$ cat src/rtl/scan_chain_ctrl_pkg.sv
// Shared encodings for the two-phase scan chain master: op codes, FSM states
// and a small elaboration-time helper.
package scan_chain_ctrl_pkg;

  localparam logic OP_SHIFT   = 1'b0;
  localparam logic OP_CAPTURE = 1'b1;

  typedef enum logic [2:0] {
    ST_IDLE = 3'd0,
    ST_GAP1 = 3'd1,
    ST_PH1  = 3'd2,
    ST_GAP2 = 3'd3,
    ST_PH2  = 3'd4,
    ST_FIN  = 3'd5
  } state_e;

  function automatic int max_int(input int a, input int b);
    return (a > b) ? a : b;
  endfunction

endpackage

$ cat src/rtl/scan_chain_ctrl_phase_gen.sv
// Phase sequencer: times each GAP/PH state, drives the registered phi flops
// and flags the last cycle of the current state.
module scan_phase_gen
  import scan_chain_ctrl_pkg::*;
#(
  parameter int PHASE_CYC = 2,
  parameter int GAP_CYC   = 1
) (
  input  logic   clk,
  input  logic   rst_n,
  input  state_e state,
  input  state_e state_nxt,
  output logic   phi1,
  output logic   phi2,
  output logic   phase_last
);

  localparam int CNT_W = $clog2(max_int(PHASE_CYC, GAP_CYC) + 1);
  localparam logic [CNT_W-1:0] PH_LOAD  = CNT_W'(PHASE_CYC - 1);
  localparam logic [CNT_W-1:0] GAP_LOAD = CNT_W'(GAP_CYC - 1);

  logic [CNT_W-1:0] phasecnt;

  // phis are decoded from the next state so they rise and fall on the same
  // edge as the state change; a non-overlap gap is guaranteed by GAP1/GAP2.
  always_ff @(posedge clk or negedge rst_n) begin
    if (!rst_n) begin
      phasecnt <= '0;
      phi1     <= 1'b0;
      phi2     <= 1'b0;
    end else begin
      phi1 <= (state_nxt == ST_PH1);
      phi2 <= (state_nxt == ST_PH2);
      if (state_nxt != state) begin
        case (state_nxt)
          ST_PH1, ST_PH2:   phasecnt <= PH_LOAD;
          ST_GAP1, ST_GAP2: phasecnt <= GAP_LOAD;
          default:          phasecnt <= '0;
        endcase
      end else if (phasecnt != '0) begin
        phasecnt <= phasecnt - CNT_W'(1);
      end
    end
  end

  assign phase_last = (phasecnt == '0);

endmodule

$ cat src/rtl/scan_chain_ctrl.sv
// Master for a chain of two-phase scan cells: serial SHIFT of a parallel word
// through the chain, or a single-phi2 CAPTURE of the cells' functional data.
module scan_chain_ctrl
  import scan_chain_ctrl_pkg::*;
#(
  parameter int CHAIN_LEN = 32,
  parameter int PHASE_CYC = 2,
  parameter int GAP_CYC   = 1
) (
  input  logic                 clk,
  input  logic                 rst_n,
  input  logic                 start,
  input  logic                 op,
  input  logic [CHAIN_LEN-1:0] wdata,
  output logic [CHAIN_LEN-1:0] rdata,
  output logic                 busy,
  output logic                 done,
  output logic                 phi1,
  output logic                 phi2,
  output logic                 scan_enable,
  output logic                 scan_mode,
  output logic                 chain_in,
  input  logic                 chain_out
);

  if (CHAIN_LEN < 1 || PHASE_CYC < 1 || GAP_CYC < 1) begin : g_param_chk
    $error("scan_chain_ctrl: CHAIN_LEN, PHASE_CYC and GAP_CYC must all be >= 1");
  end

  localparam int BIT_W = $clog2(CHAIN_LEN + 1);
  localparam logic [BIT_W-1:0] LAST_BIT = BIT_W'(CHAIN_LEN - 1);

  state_e               state;
  state_e               state_nxt;
  logic                 op_q;
  logic [BIT_W-1:0]     bitcnt;
  logic [CHAIN_LEN-1:0] wdata_sr;
  logic [CHAIN_LEN-1:0] rdata_sr;
  logic                 phase_last;
  logic                 bit_next;
  logic                 ph1_entry;
  logic                 fin_entry;

  scan_phase_gen #(
    .PHASE_CYC (PHASE_CYC),
    .GAP_CYC   (GAP_CYC)
  ) u_phase (
    .clk        (clk),
    .rst_n      (rst_n),
    .state      (state),
    .state_nxt  (state_nxt),
    .phi1       (phi1),
    .phi2       (phi2),
    .phase_last (phase_last)
  );

  always_comb begin
    state_nxt = state;
    case (state)
      ST_IDLE: if (start) state_nxt = (op == OP_CAPTURE) ? ST_GAP2 : ST_GAP1;
      ST_GAP1: if (phase_last) state_nxt = ST_PH1;
      ST_PH1:  if (phase_last) state_nxt = ST_GAP2;
      ST_GAP2: if (phase_last) state_nxt = ST_PH2;
      ST_PH2:  if (phase_last)
                 state_nxt = (op_q == OP_CAPTURE || bitcnt == LAST_BIT) ? ST_FIN : ST_GAP1;
      ST_FIN:  state_nxt = ST_IDLE;
      default: state_nxt = ST_IDLE;
    endcase
  end

  assign bit_next  = (state == ST_PH2) && (state_nxt == ST_GAP1);
  assign ph1_entry = (state != ST_PH1) && (state_nxt == ST_PH1);
  assign fin_entry = (state != ST_FIN) && (state_nxt == ST_FIN);

  // Control stage: op FSM, bit counter and all registered chain outputs.
  always_ff @(posedge clk or negedge rst_n) begin
    if (!rst_n) begin
      state       <= ST_IDLE;
      op_q        <= OP_SHIFT;
      bitcnt      <= '0;
      busy        <= 1'b0;
      done        <= 1'b0;
      scan_enable <= 1'b0;
      scan_mode   <= 1'b1;
      chain_in    <= 1'b0;
      rdata       <= '0;
    end else begin
      state       <= state_nxt;
      busy        <= (state_nxt != ST_IDLE);
      scan_enable <= (state_nxt != ST_IDLE);
      done        <= fin_entry;
      if (state == ST_IDLE && start) begin
        op_q      <= op;
        scan_mode <= (op == OP_SHIFT);
        bitcnt    <= '0;
        if (op == OP_SHIFT) chain_in <= wdata[0];
      end
      if (bit_next) begin
        bitcnt   <= bitcnt + BIT_W'(1);
        chain_in <= wdata_sr[0];
      end
      if (fin_entry) begin
        chain_in <= 1'b0;
        if (op_q == OP_SHIFT) rdata <= rdata_sr;
      end
    end
  end

  // Data stage: serialiser for wdata and deserialiser for the returned word.
  // The first bit sampled from the tail cell lands in rdata[0].
  always_ff @(posedge clk) begin
    if (state == ST_IDLE && start) begin
      wdata_sr <= wdata >> 1;
    end else if (bit_next) begin
      wdata_sr <= wdata_sr >> 1;
    end
    if (ph1_entry) begin
      rdata_sr <= (rdata_sr >> 1) | (CHAIN_LEN'(chain_out) << (CHAIN_LEN - 1));
    end
  end

endmodule

$ cat config.mk
export PLATFORM = sky130hd
export DESIGN_NAME = scan_chain_ctrl
export DESIGN_NICKNAME = d
export VERILOG_FILES = /design/src/rtl/scan_chain_ctrl_pkg.sv /design/src/rtl/scan_chain_ctrl_phase_gen.sv /design/src/rtl/scan_chain_ctrl.sv
export SDC_FILE = /design/constraint.sdc
export NUM_CORES = 1
export LEC_CHECK = 0
export CAP_MARGIN = 20
export CELL_PAD_IN_SITES_DETAIL_PLACEMENT = 1
export CELL_PAD_IN_SITES_GLOBAL_PLACEMENT = 1
export CORE_UTILIZATION = 46
export DETAILED_ROUTE_END_ITERATION = 12
export GPL_TIMING_DRIVEN = 1
export PLACE_DENSITY_LB_ADDON = 0.1
export REMOVE_ABC_BUFFERS = 1
export SLEW_MARGIN = 20
export SYNTH_ARGS = -nofsm -noshare
export SYNTH_HDL_FRONTEND = slang
export SYNTH_HIERARCHICAL = 1
export SYNTH_SLANG_ARGS = --single-unit
$ cat constraint.sdc
create_clock -name clk -period 5.3 [get_ports clk]
set_input_delay 1.06 -clock clk [delete_from_list [all_inputs] [get_ports clk]]
set_output_delay 1.06 -clock clk [all_outputs]
set_load 0.01 [all_outputs]
* Word level (Yosys, flattened, before mapping)
Cells that the tools add are included.
** Word-level totals
- Register bits :: 113
- Latch bits :: 0
- Memory bits (writable) :: 0
- Memory bits (read-only) :: 0
- Bits of input ports :: 37
- Word-level logic and storage cells :: 65
- Memories kept :: 0
** Cells by class
- $add $sub $neg :: 2
- Multiply operators :: 0
- Divide/modulo/power cells :: 0
- Order comparisons :: 0
- Equality and inequality tests :: 13
- Shift-type cells :: 0
- Mux-type cells :: 19
- Bitwise logic cells :: 3
- Reduce and logical (&&, ||, !) cells :: 15
** Operators by type and width (number)
- 2-to-1 mux 31 bit :: 2
- bitwise OR 31 x 32 -> 32 bit :: 1
- 2-to-1 mux 3 bit :: 6
- one-hot mux 3 bit (5 select lines) :: 1
- 2-to-1 mux 6 bit :: 2
- equality test 3 x 2 -> 1 bit, second input constant :: 3
- equality test 3 bit, second input constant :: 3
- adder 6 x 1 -> 6 bit, second input constant :: 1
- equality test 3 x 1 -> 1 bit, second input constant :: 2
- equality test 6 x 5 -> 1 bit, second input constant :: 1
- 2-to-1 mux 2 bit :: 3
- nonzero test 2 bit :: 3
- nonzero test 3 bit :: 2
- 2-to-1 mux 1 bit :: 5
- logical AND 1 bit :: 4
- AND reduction 2 bit :: 2
- zero test 3 bit :: 1
- != test 3 x 1 -> 1 bit, second input constant :: 1
- != test 3 x 2 -> 1 bit, second input constant :: 1
- != test 3 bit :: 1
- != test 3 bit, second input constant :: 1
- zero test 2 bit :: 1
- NOT 1 bit :: 2
- OR reduction 2 bit :: 1
- other kinds (2) :: 2

* Depth between registers and ports, before layout
Gate-level depths: netlist of run 1.
- Depth in word-level cells :: 9
- Mapped depth :: 9

* Modules after synthesis
Netlist of run 1, hierarchy kept.
** Modules (own cells, without submodules)
- scan_chain_ctrl :: times used 1, cells each 306, area each 4229.1 um2, sequential area each 3044.2 um2
- scan_phase_gen :: times used 1, cells each 19, area each 209.0 um2, sequential area each 100.1 um2

* Least setup slack after synthesis of run 1
Ideal clock, no wire load.
- Kind :: flip-flop to flip-flop
- Start :: register u_phase.phasecnt[0]
- End :: register rdata_sr[0] (enable)
- Setup time :: 421 ps
- Data arrival time :: 2343 ps
- Slack :: 2536 ps
- Stages on the path, launching flop included :: 6
- Buffers on the path :: 0
- Clock period less this slack :: 2764 ps
- Path through :: dfrtp_1 inv_1 ha_1 nor2b_1 nand2_1 nor2_1
** On the way
- Word-level cells in the longest chain between the ends :: 5
- Elaborated cells on any way between the ends :: 8
- Classes of those cells :: 1 x eq/ne; 5 x mux; 2 x reduce/logical
** Ends and longest elaborated chain
- from (decl) :: RTL line scan_chain_ctrl_phase_gen.sv:22 : logic [CNT_W-1:0] phasecnt;
- from (signal assigned) :: RTL line scan_chain_ctrl_phase_gen.sv:41 : phasecnt <= phasecnt - CNT_W'(1);
- zero test 2 bit (*) :: RTL line scan_chain_ctrl_phase_gen.sv:46 : assign phase_last = (phasecnt == '0);
- net phase_last :: RTL line scan_chain_ctrl.sv:39 : logic phase_last;
- 2-to-1 mux 3 bit, on equally long branches
- one-hot mux 3 bit (5 select lines) (*) :: RTL line scan_chain_ctrl.sv:59 : case (state)
- equality test 3 x 2 -> 1 bit (*) :: RTL line scan_chain_ctrl.sv:72 : assign ph1_entry = (state != ST_PH1) && (state_nxt == ST_PH1);
- logical AND 1 bit (*) :: RTL line scan_chain_ctrl.sv:72
- net ph1_entry :: RTL line scan_chain_ctrl.sv:41 : logic ph1_entry;
- to (signal assigned) :: RTL line scan_chain_ctrl.sv:118 : rdata_sr <= (rdata_sr >> 1) | (CHAIN_LEN'(chain_out) << (CHAIN_LEN - 1));
- to (decl) :: RTL line scan_chain_ctrl.sv:38 : logic [CHAIN_LEN-1:0] rdata_sr;
Mark *: on every way through the listed nets, which the timed path passes. The rest lies on a longest branch.
A chain may end at the register's enable or synchronous reset.

* Final worst setup path of run 1
- Start :: input port start
- End :: register wdata_sr[16] (enable)
** On the way
- Word-level cells in the longest chain between the ends :: 5
- Elaborated cells on any way between the ends :: 6
- Classes of those cells :: 1 x eq/ne; 2 x mux; 3 x reduce/logical
** Ends and longest elaborated chain
- from (decl) :: RTL line scan_chain_ctrl.sv:12 : input logic start,
- 2-to-1 mux 3 bit :: RTL line scan_chain_ctrl.sv:60 : ST_IDLE: if (start) state_nxt = (op == OP_CAPTURE) ? ST_GAP2 : ST_GAP1;
- one-hot mux 3 bit (5 select lines) :: RTL line scan_chain_ctrl.sv:59
- equality test 3 x 1 -> 1 bit :: RTL line scan_chain_ctrl.sv:71 : assign bit_next = (state == ST_PH2) && (state_nxt == ST_GAP1);
- logical AND 1 bit :: RTL line scan_chain_ctrl.sv:71
- nonzero test 2 bit (no line) (*)
- to (signal assigned) :: RTL line scan_chain_ctrl.sv:113 : wdata_sr <= wdata >> 1;
- to (signal assigned) :: RTL line scan_chain_ctrl.sv:115 : wdata_sr <= wdata_sr >> 1;
- to (decl) :: RTL line scan_chain_ctrl.sv:37 : logic [CHAIN_LEN-1:0] wdata_sr;
Mark *: on every way between the ends. The rest lies on a longest branch, timed or not.

==> out/metrics.csv, run 1 <==
metric,value,unit
max_slew.worst_pin.slew,0.657,ns
number_of_antenna_cells_inserted,0,
async_reset_ff_share,44.2,%
largest_net_degree_at_the_start_of_global_routing,51,
cellPowerDensity,478,mW/mm^2
dpl_cell_area,0.00533,sq mm
synth.yosys.seq_area_share,70.8,%
syn_area_per_cell,13.7,sq um
detail_route.vias_per_cell,5.03,
design.core.area,0.00928,sq mm
min_period_over_period,53.1,%
route.antenna.remaining_nets,0,
floorplan_die_area,0.0100,sq mm
netlist_area,0.00444,sq mm
rows,35,
io_buffers,75,
tritoncts_buffer_count,17,
htree_levels,4,
yosys_warnings,6,
drcViolationCount,0,
timing.setup.critical_path_class,primary input to flop,
critPathLaunchType,primary input,
area_growth_syn_to_layout,32.3,%
routedWlPerCell,17.0,microns
cts_repair_resize_count,0,
place.gp.congestion,0.701,
dr_total_vias,2784,
height_of_the_die,100,microns
cts_setup_buffers,0,
worstPathMaxFanout,33,
detailedRoute.firstPassIterationCount,4,
tns_setup,0,ns
max_clock_freq,355,MHz
layout_cell_share_with_drive_strength_beyond_1,17.9,%
cts_tree,done,
cts_root_buffer,sky130_fd_sc_hd__clkbuf_8,
worst_clock_skew,0.0121,ns
start_util,47.8,%
clock_tree.buffer_depth,2,
finalSetupViolations,0,
ys_types,40,
cts_hold_repair.buffers,0,
finalWorstPathRequiredPeriod,2.82,ns
vdd_ir_drop_max,0.000203,V
drt_iter0_markers,72,
totalWireLength,9390,microns
number_of_top_level_pins,76,
clock_sink_count,113,
synthCells,325,
max_cap_viol_count,0,
floorplan_die_width,100,microns
number_of_global_route_vias_before_repair,3065,
dpl_wire_length,5740,microns
holdCritPathClass,flop to flop,
timing.final.hold_violations,0,
synth_edf_count,63,
clkLatencyLatePin,0.50,ns
synth_seq_cells,113,
stdcell_area,0.00587,sq mm
number_of_max_slew_violations_in_the_final_report,0,
grt_setup_unrepaired,no,
timing.max_slew.rel_slack,56.2,%
grt_use_total,20.8,%
worst_ep_required_time,5.50,ns
status,"complete, no violations",
gr-total-overflow,0,
first_pass_grt_wire_length,15400,microns
clkTransAtPathRegs,0.06,ns
synth-main-ff-cell,sky130_fd_sc_hd__edfxtp_1,
num-nets-final,450,
critPathArrivalTime,3.02,ns
power.leakage,2.47,nW
timing.critical_path.to_type,flop,
antenna_violations_before_repair,0,
[cell usage after synthesis, drive strengths merged, types with 3 or more instances]
master  count  area share, %
clkbuf      6           0.51
xor2        5           0.99
nor3b       3           0.51
a211oi      3           0.51
a21o        3           0.51
nand2     102            8.6
dfrtp      49             28
buf         8            1.5
nand3       3           0.34
inv         4           0.34
o21ai       4           0.45
mux2       32            8.1
nor2        7           0.65
nor3        3           0.45
a21oi       7           0.79
edfxtp     63             43
[critical path, cell delays in order]
cell,delay [ns]
sky130_fd_sc_hd__clkdlybuf4s50_1,0.52
sky130_fd_sc_hd__nand2b_1,0.10
sky130_fd_sc_hd__nor2_2,0.08
sky130_fd_sc_hd__buf_4,0.32
sky130_fd_sc_hd__nor2_1,0.19
sky130_fd_sc_hd__inv_1,0.48
sky130_fd_sc_hd__buf_16,0.24
[sequential cells by signal, indices dropped and copies added, names as in the netlist, 2 cells and up]
name and cells:
state 3, bitcnt 6, rdata_sr 32, rdata 32
wdata_sr 31, u_phase/phasecnt 2
[where the power goes]
group | switching (mW) | internal [mW] | leakage, nW
logic | 0.324 | 0.207 | 0.956
registers | 0.0949 | 1.17 | 1.26
clock network | 0.390 | 0.623 | 0.255
[cell type report]
type | instances | area (sq um)
Fill cell | 899 | 3410
Clock buffer | 23 | 478
Inverter | 4 | 15.0
Timing Repair Buffer | 81 | 818
Tap cell | 129 | 161
Multi-Input combinational cell | 194 | 1190
Sequential cell | 113 | 3140
Clock inverter | 9 | 58.8
[worst paths after layout]
| check | depth (start not counted) | to | start | slack [ns] |
|---|---|---|---|---|
| worst min-delay path | 0 | rdata_sr[1] | rdata_sr[2] | 0.44 |
| min in group asynchronous | 2 | rdata[24] | rst_n | 0.67 |
| worst min register to register | 0 | rdata_sr[1] | rdata_sr[2] | 0.44 |
| max in group asynchronous | 2 | rdata[11] | rst_n | 4.18 |
| worst max register to register | 7 | wdata_sr[16] | u_phase/phasecnt[0] | 2.63 |
| worst max-delay path | 7 | wdata_sr[16] | start | 2.48 |
[cells in the final DEF (no fill, tap or decap), types with 4 or more instances in the layout]
| master | count |
|---|---|
| sky130_fd_sc_hd__nand2_1 | 102 |
| sky130_fd_sc_hd__clkdlybuf4s50_1 | 74 |
| sky130_fd_sc_hd__edfxtp_1 | 63 |
| sky130_fd_sc_hd__dfrtp_1 | 49 |
| sky130_fd_sc_hd__mux2_2 | 31 |
| sky130_fd_sc_hd__clkbuf_16 | 17 |
| sky130_fd_sc_hd__a21oi_1 | 7 |
| sky130_fd_sc_hd__xor2_1 | 5 |
| sky130_fd_sc_hd__nor2_1 | 4 |
| sky130_fd_sc_hd__o21ai_0 | 4 |
| sky130_fd_sc_hd__inv_1 | 4 |
| sky130_fd_sc_hd__clkinvlp_4 | 4 |
| sky130_fd_sc_hd__clkinv_2 | 4 |
| sky130_fd_sc_hd__buf_4 | 4 |
[per-stage QoR]
step / hold slack [ns] / cells / utilization [%] / setup slack, ns / power (mW)
5_1_grt: 0.456 / 553 / 63.2 / 2.36 / 2.95
3_3_place_gp: 0.426 / 519 / 57.0 / 1.78 / 1.74
2_1_floorplan: 0.420 / 311 / - / 1.84 / 1.57
3_5_place_dp: 0.432 / 521 / 57.4 / 1.94 / 1.80
6_report: 0.444 / 553 / 63.2 / 2.48 / 2.80
4_1_cts: 0.443 / 553 / 63.2 / 2.47 / 2.84
[metal layers]
layer	track usage [%]	routed length (microns)	part of all wire [%]	up-vias
li1	-	-	-	1298
met1	25.3	4110	44	1402
met2	35.5	4870	52	75
met3	5.85	297	3.2	9
met4	7.69	111	1.2	0
met5	0	0	0	-
[kinds of logic (layout without fill, tap and decap cells)]
family / after synthesis / in the layout / share of synthesized area, %
AO/OA/AOI/OAI: 22 / 22 / 3.75
XOR/XNOR: 6 / 6 / 1.18
adder cells (fa/ha/maj): 2 / 2 / 0.564
buffers and inverters: 18 / 117 / 2.37
flip-flops: 113 / 113 / 70.8
multiplexers: 34 / 34 / 8.57
AND/OR/NAND/NOR: 130 / 130 / 12.7
No activity file was read; power rests on OpenSTA's default activity.
==> run 2: changes to the inputs <==
- CORE_UTILIZATION: 46 -> 43
- clock period: 5.3 -> 2.9 ns (I/O delays scaled with it)
==> out/metrics.csv, run 2 (same netlist as run 1, synthesis figures left out) <==
metric,value,unit
status,"complete, no violations",
vdd_ir_drop_max,0.000470,V
cts_root_buffer,sky130_fd_sc_hd__clkbuf_8,
largest_net_degree_at_the_start_of_global_routing,51,
cellPowerDensity,899,mW/mm^2
critPathLaunchType,flop,
max_cap_viol_count,0,
holdCritPathClass,primary input to async pin,
cts_setup_buffers,0,
timing.critical_path.to_type,flop,
postLayoutCoreUtil,59.9,%
layout_cell_share_with_drive_strength_beyond_1,18.6,%
place.gp.congestion,0.695,
final.fill_count,992,
number_of_top_level_pins,76,
timing.setup.critical_path_class,flop to flop,
floorplan_die_area,0.0107,sq mm
largest_registers,"rdata: 32 flops, rdata_sr: 32 flops, wdata_sr: 31 flops",
min_period_over_period,85.7,%
tns_setup,0,ns
cells_on_worst_reg2reg_path,9,
height_of_the_die,104,microns
dr_total_vias,2764,
htree_levels,4,
number_of_global_route_vias_before_repair,2979,
clkTransAtPathRegs,0.06,ns
route.antenna.remaining_nets,0,
reg2reg_setup_slack,0.42,ns
detail_route.vias_per_cell,4.96,
finalWorstPathRequiredPeriod,2.48,ns
grt_use_total,19.1,%
start_util,44.8,%
worstPathMaxFanout,8,
rr_startpoint,u_phase/phasecnt[0],
grt_setup_unrepaired,no,
number_of_max_slew_violations_in_the_final_report,0,
finalSetupViolations,0,
layout.cells.most_common,sky130_fd_sc_hd__nand2_1,
antenna_violations_before_repair,0,
clkLatencyLatePin,0.51,ns
total_power,5.34,mW
floorplan_die_width,104,microns
cts_repair_resize_count,0,
dpl_cell_area,0.00533,sq mm
timing.max_slew.rel_slack,63.4,%
dpl_wire_length,5600,microns
max_clock_freq,403,MHz
post-route-worst-setup-slack,0.416,ns
design.core.area,0.00991,sq mm
fin_worst_hold_slack,0.0562,ns
stdcell_area,0.00593,sq mm
fin_cells,557,
clock_tree.buffer_depth,2,
timing.final.hold_violations,0,
first_pass_grt_wire_length,15500,microns
tritoncts_buffer_count,17,
clock_sink_count,113,
detailedRoute.firstPassIterationCount,4,
layout_common_cells,"102 x sky130_fd_sc_hd__nand2_1, 74 x sky130_fd_sc_hd__clkdlybuf4s50_1, 63 x sky130_fd_sc_hd__edfxtp_1",
drt_iter0_markers,69,
rows,36,
gr-total-overflow,0,
number_of_antenna_cells_inserted,0,
totalWireLength,9300,microns
num-nets-final,450,
power.leakage,2.50,nW
cts_tree,done,
max_slew.worst_pin.slew,0.543,ns
critPathArrivalTime,2.91,ns
worst_ep_required_time,3.32,ns
io_buffers,75,
area_growth_syn_to_layout,33.7,%
reg2reg_to,u_phase/phasecnt[0],
preCtsSetupSlack,0.404,ns
drcViolationCount,0,
routedWlPerCell,16.7,microns
cts_hold_repair.buffers,0,
worst_clock_skew,0.0110,ns
numPlacedInstances,525,
run 2: area by class of cell:
cell class | count | area (sq um) | share of cell area [%]
Clock buffer | 18 | 439 | 7.40
Clock inverter | 14 | 168 | 2.83
Inverter | 4 | 15.0 | 0.253
Multi-Input combinational cell | 194 | 1200 | 20.2
Sequential cell | 113 | 3140 | 53.0
Tap cell | 133 | 166 | 2.80
Timing Repair Buffer | 81 | 803 | 13.5
run 2: power by group:
group	total [mW]	internal, mW	switching [mW]
clock	2.10	1.30	0.797
sequential	2.31	2.13	0.175
combinational	0.933	0.358	0.575
total	5.34	3.79	1.55
run 2: routing by layer:
layer	share of wire (%)	vias to the layer above	track usage [%]
met4	1.0	0	6.52
met3	3.5	11	5.48
met5	0	-	0
met1	44	1383	23.8
li1	-	1304	-
met2	51	66	31.8
run 2: how the worst max path moves through the flow:
| stage | startpoint | to | slack [ns] |
|---|---|---|---|
| after floorplan | state[0] | wdata_sr[0] | -0.29 |
| after global placement | u_phase/phasecnt[0] | wdata_sr[30] | 0.54 |
| after detailed placement | start | u_phase/phasecnt[0] | 0.40 |
| after CTS | u_phase/phasecnt[0] | u_phase/phasecnt[0] | 0.42 |
| after global routing | u_phase/phasecnt[0] | u_phase/phasecnt[0] | 0.18 |
| final | u_phase/phasecnt[0] | u_phase/phasecnt[0] | 0.42 |
run 2: worst max-delay path, cell delays in order, from the launching register on:
cell,delay [ns]
sky130_fd_sc_hd__dfrtp_1,0.38
sky130_fd_sc_hd__inv_1,0.06
sky130_fd_sc_hd__ha_1,0.35
sky130_fd_sc_hd__nand2_1,0.26
sky130_fd_sc_hd__a21oi_1,0.21
sky130_fd_sc_hd__a21oi_1,0.05
sky130_fd_sc_hd__o21ai_0,0.46
sky130_fd_sc_hd__xor2_1,0.16
sky130_fd_sc_hd__nor3_2,0.23
sky130_fd_sc_hd__mux2i_1,0.23
==> run 3: changes to the inputs <==
- CORE_MARGIN: default -> 2
==> out/metrics.csv, run 3 (same netlist as run 1, synthesis figures left out) <==
metric,value,unit
status,"complete, no violations",
first_pass_grt_wire_length,15200,microns
height_of_the_die,106,microns
cpMostUsedCell,sky130_fd_sc_hd__inv_1,
rr_startpoint,u_phase/phasecnt[0],
grt_setup_unrepaired,no,
worst_ep_required_time,3.07,ns
holdCritPathClass,flop to flop,
place.gp.congestion,0.729,
htree_levels,4,
dr_total_vias,2789,
max_cap_viol_count,0,
largest_net_degree_at_the_start_of_global_routing,34,
drt_iter0_markers,149,
max_slew.worst_pin.slew,0.514,ns
timing.setup.critical_path_class,flop to flop,
layout_cell_share_with_drive_strength_beyond_1,18.8,%
cells_on_worst_reg2reg_path,7,
number_of_max_slew_violations_in_the_final_report,0,
drcViolationCount,0,
worst_clock_skew,0.0116,ns
layout.cells.most_common,sky130_fd_sc_hd__nand2_1,
tritoncts_buffer_count,17,
num-nets-final,452,
power.leakage,2.52,nW
number_of_top_level_pins,76,
timing.max_slew.rel_slack,65.5,%
finalSetupViolations,0,
vdd_ir_drop_max,0.000368,V
dpl_wire_length,5630,microns
worstPathMaxFanout,31,
detailedRoute.firstPassIterationCount,5,
clkTransAtPathRegs,0.06,ns
drt-met1-wl,4150,microns
critPathArrivalTime,2.58,ns
area_growth_syn_to_layout,34.5,%
clock_tree.buffer_depth,2,
postLayoutCoreUtil,58.6,%
max_clock_freq,415,MHz
design.core.area,0.0102,sq mm
crit_path_max_incr_delay,0.39,ns
fin_cells,562,
io_buffers,75,
rows,37,
clkLatencyLatePin,0.52,ns
clock_sink_count,113,
max_layer_used,met4,
floorplan_die_area,0.0111,sq mm
largest_registers,"rdata: 32 flops, rdata_sr: 32 flops, wdata_sr: 31 flops",
antenna_violations_before_repair,0,
fin_worst_hold_slack,0.447,ns
crit_slowest_cell,sky130_fd_sc_hd__dfrtp_1,
numPlacedInstances,529,
routedWlPerCell,16.3,microns
floorplan_die_width,106,microns
number_of_antenna_cells_inserted,0,
number_of_global_route_vias_before_repair,2992,
reg2reg_to,wdata_sr[0],
cts_tree,done,
critPathLaunchType,flop,
start_util,43.6,%
min_period_over_period,83.1,%
grt_use_total,18.2,%
cts_root_buffer,sky130_fd_sc_hd__clkbuf_8,
routed-wl-met3,373,microns
min_delay_path_depth,0,
final.fill_count,1014,
crit_chain,inv_1 -> ha_1 -> nand2_1 -> a2111oi_4 -> nor2_1 -> inv_1 -> buf_4,
timing.critical_path.to_type,flop,
worst_hold_path.endpoint,rdata_sr[30],
detail_route.vias_per_cell,4.96,
detail_route_met2_wl,4490,microns
timing.final.hold_violations,0,
route.antenna.remaining_nets,0,
gr-total-overflow,0,
startpoint_of_the_most_critical_hold_path,rdata_sr[31],
reg2reg_setup_slack,0.49,ns
finalWorstPathRequiredPeriod,2.41,ns
cellPowerDensity,908,mW/mm^2
totalWireLength,9150,microns
layout_common_cells,"102 x sky130_fd_sc_hd__nand2_1, 74 x sky130_fd_sc_hd__clkdlybuf4s50_1, 63 x sky130_fd_sc_hd__edfxtp_1",
[run 3: layout make-up]
type                       instances  area [sq um]  share of cell area, %
tap                              136           170                   2.85
inverter                           4          15.0                  0.252
clock buffer                      18           428                   7.17
timing repair buffer              83           808                   13.5
clock inverter                    14           203                   3.40
multi-input combinational        194          1200                   20.1
sequential                       113          3140                   52.7
[run 3: repair_timing]
item,4_1_cts,5_1_grt
resized for setup,0,0
hold endpoints to repair,16,0
setup buffers,0,0
hold buffers,1,0
[run 3: where the power goes]
part           total (mW)  internal [mW]  switching [mW]
clock network        2.20           1.43           0.772
registers            2.30           2.13           0.166
logic               0.920          0.357           0.563
total                5.42           3.92            1.50
[run 3: critical path: cells and delay by family (launching register included)]
kind / cells / cell delay [ns]
buf+inv: 3 / 0.54
fa+ha+maj: 1 / 0.34
flops: 1 / 0.39
compound gates: 1 / 0.35
simple gates: 2 / 0.45
[run 3: metal layers]
layer,GRT usage (%),up-vias
met5,0,-
met4,7.14,0
met3,6.18,14
met2,28.9,74
met1,23.1,1396
li1,-,1305
[run 3: how the worst max path moves through the flow]
stage	start	end	slack (ns)
CTS	u_phase/phasecnt[0]	wdata_sr[0]	0.46
global route	u_phase/phasecnt[0]	u_phase/phasecnt[0]	0.23
detailed placement	start	u_phase/phasecnt[0]	0.36
floorplan	state[0]	wdata_sr[0]	-0.29
global placement	u_phase/phasecnt[0]	wdata_sr[4]	0.53
finish	u_phase/phasecnt[0]	wdata_sr[0]	0.49
[run 3: stage by stage]
step	worst slack, ns	power [mW]	cell area (sq um)	TNS [ns]
2_1_floorplan	-0.292	2.86	4350	-9.05
3_3_place_gp	0.533	3.20	5330	0
3_5_place_dp	0.357	3.25	5330	0
4_1_cts	0.462	5.49	5970	0
5_1_grt	0.228	5.70	5970	0
6_report	0.491	5.42	5970	0
